[src/rtl/lag_fifo_pkg.sv]
// Shared types and helpers for the per-VC FIFO bank.
package lag_fifo_pkg;

  // Occupancy-derived status of one virtual channel.
  typedef struct packed {
    logic full;
    logic empty;
    logic nearly_full;
    logic nearly_empty;
  } lag_vc_flags_t;

  // Bit width needed to index n values, never less than one bit.
  function automatic int clog2_min1(input int n);
    int w;
    if (n <= 2) begin
      w = 1;
    end else begin
      w = $clog2(n);
    end
    return w;
  endfunction

endpackage

[src/rtl/lag_vc_fifo_bank_chk.sv]
// Simulation checks for the FIFO bank: known strobes and bounded occupancy.
module lag_vc_fifo_bank_chk #(
  parameter int NUM_VCS = 4,
  parameter int DEPTH   = 4,
  parameter int CNT_W   = 3
) (
  input logic                     clk,
  input logic                     rst_n,
  input logic                     push,
  input logic [NUM_VCS-1:0]       pop,
  input logic [NUM_VCS*CNT_W-1:0] occupancy
);

  // Sample the bank interface once per cycle outside reset.
  always @(posedge clk) begin
    if (rst_n) begin
      assert (!$isunknown(push));
      assert (!$isunknown(pop));
      for (int i = 0; i < NUM_VCS; i++) begin
        assert (occupancy[i*CNT_W +: CNT_W] <= CNT_W'(DEPTH));
      end
    end
  end

endmodule

[src/rtl/lag_vc_fifo_lane.sv]
// One virtual-channel FIFO: storage, wrap-around pointers, count, flags and
// sticky error bits. Depth need not be a power of two.
module lag_vc_fifo_lane
  import lag_fifo_pkg::*;
#(
  parameter int DEPTH  = 4,
  parameter int DATA_W = 32,
  parameter int CNT_W  = clog2_min1(DEPTH + 1),
  parameter int PTR_W  = clog2_min1(DEPTH)
) (
  input  logic              clk,
  input  logic              rst_n,
  input  logic              wr_en,
  input  logic              rd_en,
  input  logic [DATA_W-1:0] data_in,
  output logic [DATA_W-1:0] data_out,
  output logic [CNT_W-1:0]  count,
  output lag_vc_flags_t     flags,
  output logic              overflow_err,
  output logic              underflow_err
);

  logic [DATA_W-1:0] mem [DEPTH];
  logic [PTR_W-1:0]  rd_ptr;
  logic [PTR_W-1:0]  wr_ptr;
  logic              is_empty;
  logic              is_full;
  logic              do_pop;
  logic              do_push;

  // Advance a pointer with an explicit wrap at the last entry.
  function automatic logic [PTR_W-1:0] ptr_inc(input logic [PTR_W-1:0] p);
    logic [PTR_W-1:0] n;
    if (p == PTR_W'(DEPTH - 1)) begin
      n = {PTR_W{1'b0}};
    end else begin
      n = p + PTR_W'(1);
    end
    return n;
  endfunction

  // Decide which requests take effect; a pop at full frees room for a push.
  always_comb begin
    is_empty = (count == {CNT_W{1'b0}});
    is_full  = (count == CNT_W'(DEPTH));
    do_pop   = rd_en && !is_empty;
    do_push  = wr_en && (!is_full || do_pop);
  end

  // Pointer, count and sticky error state.
  always_ff @(posedge clk) begin
    if (!rst_n) begin
      rd_ptr        <= {PTR_W{1'b0}};
      wr_ptr        <= {PTR_W{1'b0}};
      count         <= {CNT_W{1'b0}};
      overflow_err  <= 1'b0;
      underflow_err <= 1'b0;
    end else begin
      if (do_push) begin
        wr_ptr <= ptr_inc(wr_ptr);
      end
      if (do_pop) begin
        rd_ptr <= ptr_inc(rd_ptr);
      end
      case ({do_push, do_pop})
        2'b10:   count <= count + CNT_W'(1);
        2'b01:   count <= count - CNT_W'(1);
        default: count <= count;
      endcase
      if (wr_en && !do_push) begin
        overflow_err <= 1'b1;
      end
      if (rd_en && is_empty) begin
        underflow_err <= 1'b1;
      end
    end
  end

  // Flit storage; contents are intentionally left unreset.
  always_ff @(posedge clk) begin
    if (do_push) begin
      mem[wr_ptr] <= data_in;
    end
  end

  // Head flit and status flags, decoded from registered state only.
  always_comb begin
    if (is_empty) begin
      data_out = {DATA_W{1'b0}};
    end else begin
      data_out = mem[rd_ptr];
    end
    flags.full         = is_full;
    flags.empty        = is_empty;
    flags.nearly_full  = (count == CNT_W'(DEPTH - 1));
    flags.nearly_empty = (count == CNT_W'(1));
  end

endmodule

[src/rtl/lag_vc_fifo_bank.sv]
// Bank of independent per-VC FIFOs sharing one write port, each VC with its
// own read strobe, occupancy, flags and sticky error reporting.
module lag_vc_fifo_bank
  import lag_fifo_pkg::*;
#(
  parameter int NUM_VCS = 4,
  parameter int DEPTH   = 4,
  parameter int DATA_W  = 32,
  parameter int VC_W    = clog2_min1(NUM_VCS),
  parameter int CNT_W   = clog2_min1(DEPTH + 1)
) (
  input  logic                      clk,
  input  logic                      rst_n,
  input  logic                      push,
  input  logic [VC_W-1:0]           push_vc,
  input  logic [DATA_W-1:0]         data_in,
  input  logic [NUM_VCS-1:0]        pop,
  output logic [NUM_VCS*DATA_W-1:0] data_out,
  output logic [NUM_VCS-1:0]        full,
  output logic [NUM_VCS-1:0]        empty,
  output logic [NUM_VCS-1:0]        nearly_full,
  output logic [NUM_VCS-1:0]        nearly_empty,
  output logic [NUM_VCS*CNT_W-1:0]  occupancy,
  output logic [NUM_VCS-1:0]        overflow_err,
  output logic [NUM_VCS-1:0]        underflow_err
);

  lag_vc_flags_t lane_flags [NUM_VCS];

  for (genvar i = 0; i < NUM_VCS; i++) begin : g_lane
    logic wr_en;

    // A push_vc beyond the last VC matches no lane and is silently dropped.
    always_comb begin
      wr_en = push && (push_vc == VC_W'(i));
    end

    lag_vc_fifo_lane #(
      .DEPTH  (DEPTH),
      .DATA_W (DATA_W),
      .CNT_W  (CNT_W)
    ) u_lane (
      .clk           (clk),
      .rst_n         (rst_n),
      .wr_en         (wr_en),
      .rd_en         (pop[i]),
      .data_in       (data_in),
      .data_out      (data_out[i*DATA_W +: DATA_W]),
      .count         (occupancy[i*CNT_W +: CNT_W]),
      .flags         (lane_flags[i]),
      .overflow_err  (overflow_err[i]),
      .underflow_err (underflow_err[i])
    );

    // Unpack the lane status struct onto the per-VC flag vectors.
    always_comb begin
      full[i]         = lane_flags[i].full;
      empty[i]        = lane_flags[i].empty;
      nearly_full[i]  = lane_flags[i].nearly_full;
      nearly_empty[i] = lane_flags[i].nearly_empty;
    end
  end

  lag_vc_fifo_bank_chk #(
    .NUM_VCS (NUM_VCS),
    .DEPTH   (DEPTH),
    .CNT_W   (CNT_W)
  ) u_chk (
    .clk       (clk),
    .rst_n     (rst_n),
    .push      (push),
    .pop       (pop),
    .occupancy (occupancy)
  );

endmodule

[config.mk]
export PLATFORM = sky130hd
export DESIGN_NAME = lag_vc_fifo_bank
export DESIGN_NICKNAME = d
export VERILOG_FILES = /design/src/rtl/lag_fifo_pkg.sv /design/src/rtl/lag_vc_fifo_bank_chk.sv /design/src/rtl/lag_vc_fifo_lane.sv /design/src/rtl/lag_vc_fifo_bank.sv
export SDC_FILE = /design/constraint.sdc
export NUM_CORES = 1
export LEC_CHECK = 0
export CORE_MARGIN = 10
export CORE_UTILIZATION = 50
export DETAILED_ROUTE_END_ITERATION = 8
export MAX_ROUTING_LAYER = met4
export PLACE_DENSITY = 0.78
export SLEW_MARGIN = 20
export SYNTH_ARGS = -nofsm -noshare
export SYNTH_HDL_FRONTEND = slang
export SYNTH_SLANG_ARGS = --single-unit
export TNS_END_PERCENT = 100
[constraint.sdc]
create_clock -name clk -period 4.7 [get_ports clk]
set_input_delay 0.705 -clock clk [delete_from_list [all_inputs] [get_ports clk]]
set_output_delay 0.705 -clock clk [all_outputs]
set_load 0.1 [all_outputs]
==> results.sh <==
export IMPL_status="complete, no violations"
export IMPL_crit_family="buffers and inverters"
export IMPL_crit_slowest_cell="clkdlybuf4s50_1"
export IMPL_synth_avg_cell_area_um2=19.8
export IMPL_yosysWarnings=0
export IMPL_clk_pin_slew_ns=0.06
export IMPL_fin_cells=1946
export IMPL_track_usage_pct=19.5
export IMPL_drtAntennaViolNets=0
export IMPL_critPathMaxStageDelay_ns=1.15
export IMPL_hpwl_um=30100
export IMPL_cts_tree="built"
export IMPL_numCtsBuffers=55
export IMPL_routed_wl_um=49600
export IMPL_final_cell_mix="512 x edfxtp_1, 176 x clkdlybuf4s50_1, 128 x mux4_2"
export IMPL_chipWidth_um=229
export IMPL_synth_edf_count=512
export IMPL_skew_ns=0.0121
export IMPL_wl_per_cell_um=25.5
export IMPL_place_inst=1844
export IMPL_end_kind="output pin"
export IMPL_cts_resized=0
export IMPL_drt_first_pass_iters=5
export IMPL_drive_above_1_share_pct=20.4
export IMPL_gr_total_overflow=0
export IMPL_crit_chain="inv_1 > ha_1 > nand2b_2 > and2_1 > clkdlybuf4s50_1"
export IMPL_finalSetupTns_ns=0
export IMPL_syn_num_nets=1186
export IMPL_worstHoldPathType="flip-flop to flip-flop"
export IMPL_async_flop_share_pct=0
export IMPL_ys_flop_type="edfxtp_1"
export IMPL_grt_max_degree=38
export IMPL_dieHeight_um=229
export IMPL_layout_commonest_cell="edfxtp_1"
export IMPL_cp_required_ns=3.99
export IMPL_cp_data_arrival_time_ns=3.47
export IMPL_synth_seq_cells=556
export IMPL_critPathLaunchType="flip-flop"
export IMPL_clock_sinks=556
export IMPL_crit_path_max_fanout=37
export IMPL_crit_buf_inv=2
export IMPL_post_route_period_util_pct=88.8
export IMPL_drc=0
export IMPL_syn2layout_area_growth_pct=19.9
export IMPL_grt_pass1_wl_um=74100
export IMPL_finalHoldViolations=0
export IMPL_grt_antenna_before_repair=0
export IMPL_h_tree_depth=2
export IMPL_fp_coreArea_mm2=0.0431
export IMPL_die_area_mm2=0.0524
export IMPL_vias=10800
export IMPL_maxCapViolations=0
export IMPL_nNetsFinal=1400
export IMPL_finalCriticalPeriod_ns=4.17
export IMPL_cts_setup_buffers=0
export IMPL_syn_cell_area_mm2=0.0218
export IMPL_max_slew_margin_pct=26.0
export IMPL_drv_slew=0
export IMPL_r2r_setup_slack_ns=1.86
export IMPL_drt_iter0_drc=902
export IMPL_setup_viol=0
export IMPL_grt_pass1_vias=11300
export IMPL_post_drt_via_cell_ratio=5.55
export IMPL_io_pins=205
export IMPL_antenna_cells=0
export IMPL_start_util_pct=50.6
export IMPL_rsz0062_at_grt="false"
export IMPL_cts_buffer_depth=3
export IMPL_cts_root_buf="clkbuf_16"
export IMPL_syn_inst=1102
export IMPL_holdBufCountCts=0
export IMPL_synth_seq_area_share_pct=74.5
export IMPL_clkLatencyLatePin_ns=0.60
export IMPL_portBuffers=204
export IMPL_num_rows=76
export IMPL_max_freq_ghz=0.240
export IMPL_tightest_slew_ns=1.11
export IMPL_synth_cell_type_count=36
export IMPL_gp_congestion=0.764
export IMPL_crit_type="flip-flop to output pin"
[worst paths after layout]
kind	startpoint	to	depth (start not counted)
min	g_lane[3].u_lane.underflow_err	g_lane[3].u_lane.underflow_err	2
max reg2reg	g_lane[2].u_lane.count[1]	g_lane[2].u_lane.count[2]	10
max	g_lane[3].u_lane.count[0]	data_out[114]	5
min reg2reg	g_lane[3].u_lane.underflow_err	g_lane[3].u_lane.underflow_err	2
[worst min-delay path: stages (launching register included)]
cell and delay [ns]:
dfxtp_1 0.32, a21oi_1 0.04, nor2_1 0.07
[area by class of cell]
| class | count | area (um2) |
|---|---|---|
| fill | 3042 | 16900 |
| sequential | 556 | 16300 |
| multi-input combinational | 449 | 5150 |
| timing repair buffer | 219 | 2080 |
| clock buffer | 80 | 1530 |
| tap | 585 | 732 |
| clock inverter | 22 | 230 |
| inverter | 35 | 131 |
[sequential cells by signal, summed over array words and instances (netlist names), named ones only]
register,flops
g_lane.u_lane.count,12
g_lane.u_lane.wr_ptr,8
g_lane.u_lane.underflow_err,4
g_lane.u_lane.rd_ptr,8
g_lane.u_lane.mem,512
g_lane.u_lane.overflow_err,4
[metrics by stage]
| step | hold WS, ns | util [%] | setup slack [ns] | area [um2] |
|---|---|---|---|---|
| detailed placement | 0.459 | 56.6 | 1.11 | 24400 |
| CTS | 0.474 | 60.7 | 0.453 | 26100 |
| floorplan | 0.438 | - | 0.750 | 21800 |
| global route | 0.498 | 60.7 | 0.383 | 26100 |
| global placement | 0.449 | 56.6 | 1.14 | 24400 |
| finish | 0.468 | 60.7 | 0.528 | 26100 |
[synth_stat cells (3+ instances only)]
cell type	instances	area, um2
edfxtp_1	512	15400
mux4_2	128	2880
nor2b_1	105	657
and2_1	53	332
dfxtp_1	44	881
ha_1	43	538
inv_1	35	131
nor2_1	35	131
clkbuf_1	28	105
buf_2	17	85.1
a21oi_1	16	80.1
buf_4	16	120
nand2_1	12	45.0
mux2i_1	10	100
or3_1	6	37.5
xor2_1	6	52.6
a31oi_1	4	25.0
nand2b_1	4	25.0
a211oi_1	3	22.5
nand3_1	3	15.0
o21ai_0	3	15.0
o22ai_1	3	18.8
[layer usage]
metal	up-vias	GRT usage, %	wire [um]
met1	5662	24.8	20600
met3	72	3.66	3050
met4	0	5.46	1030
met5	-	-	0
li1	4716	-	-
met2	346	31.8	24900
[kinds of logic (layout without fill, tap and decap cells)]
kind of cell             after synthesis  in the layout  synth area share, %
AND/OR/NAND/NOR                      227            227                 5.98
buffers and inverters                 97            356                 2.04
AO/OA/AOI/OAI                         35             35                 1.04
adder cells (fa/ha/maj)               43             43                 2.47
flip-flops                           556            556                 74.5
multiplexers                         138            138                 13.7
XOR/XNOR                               6              6                0.241
Power is left out: the tool's default activity adds up to more than one toggle a clock period on the data nets, which glitch-free logic cannot reach.
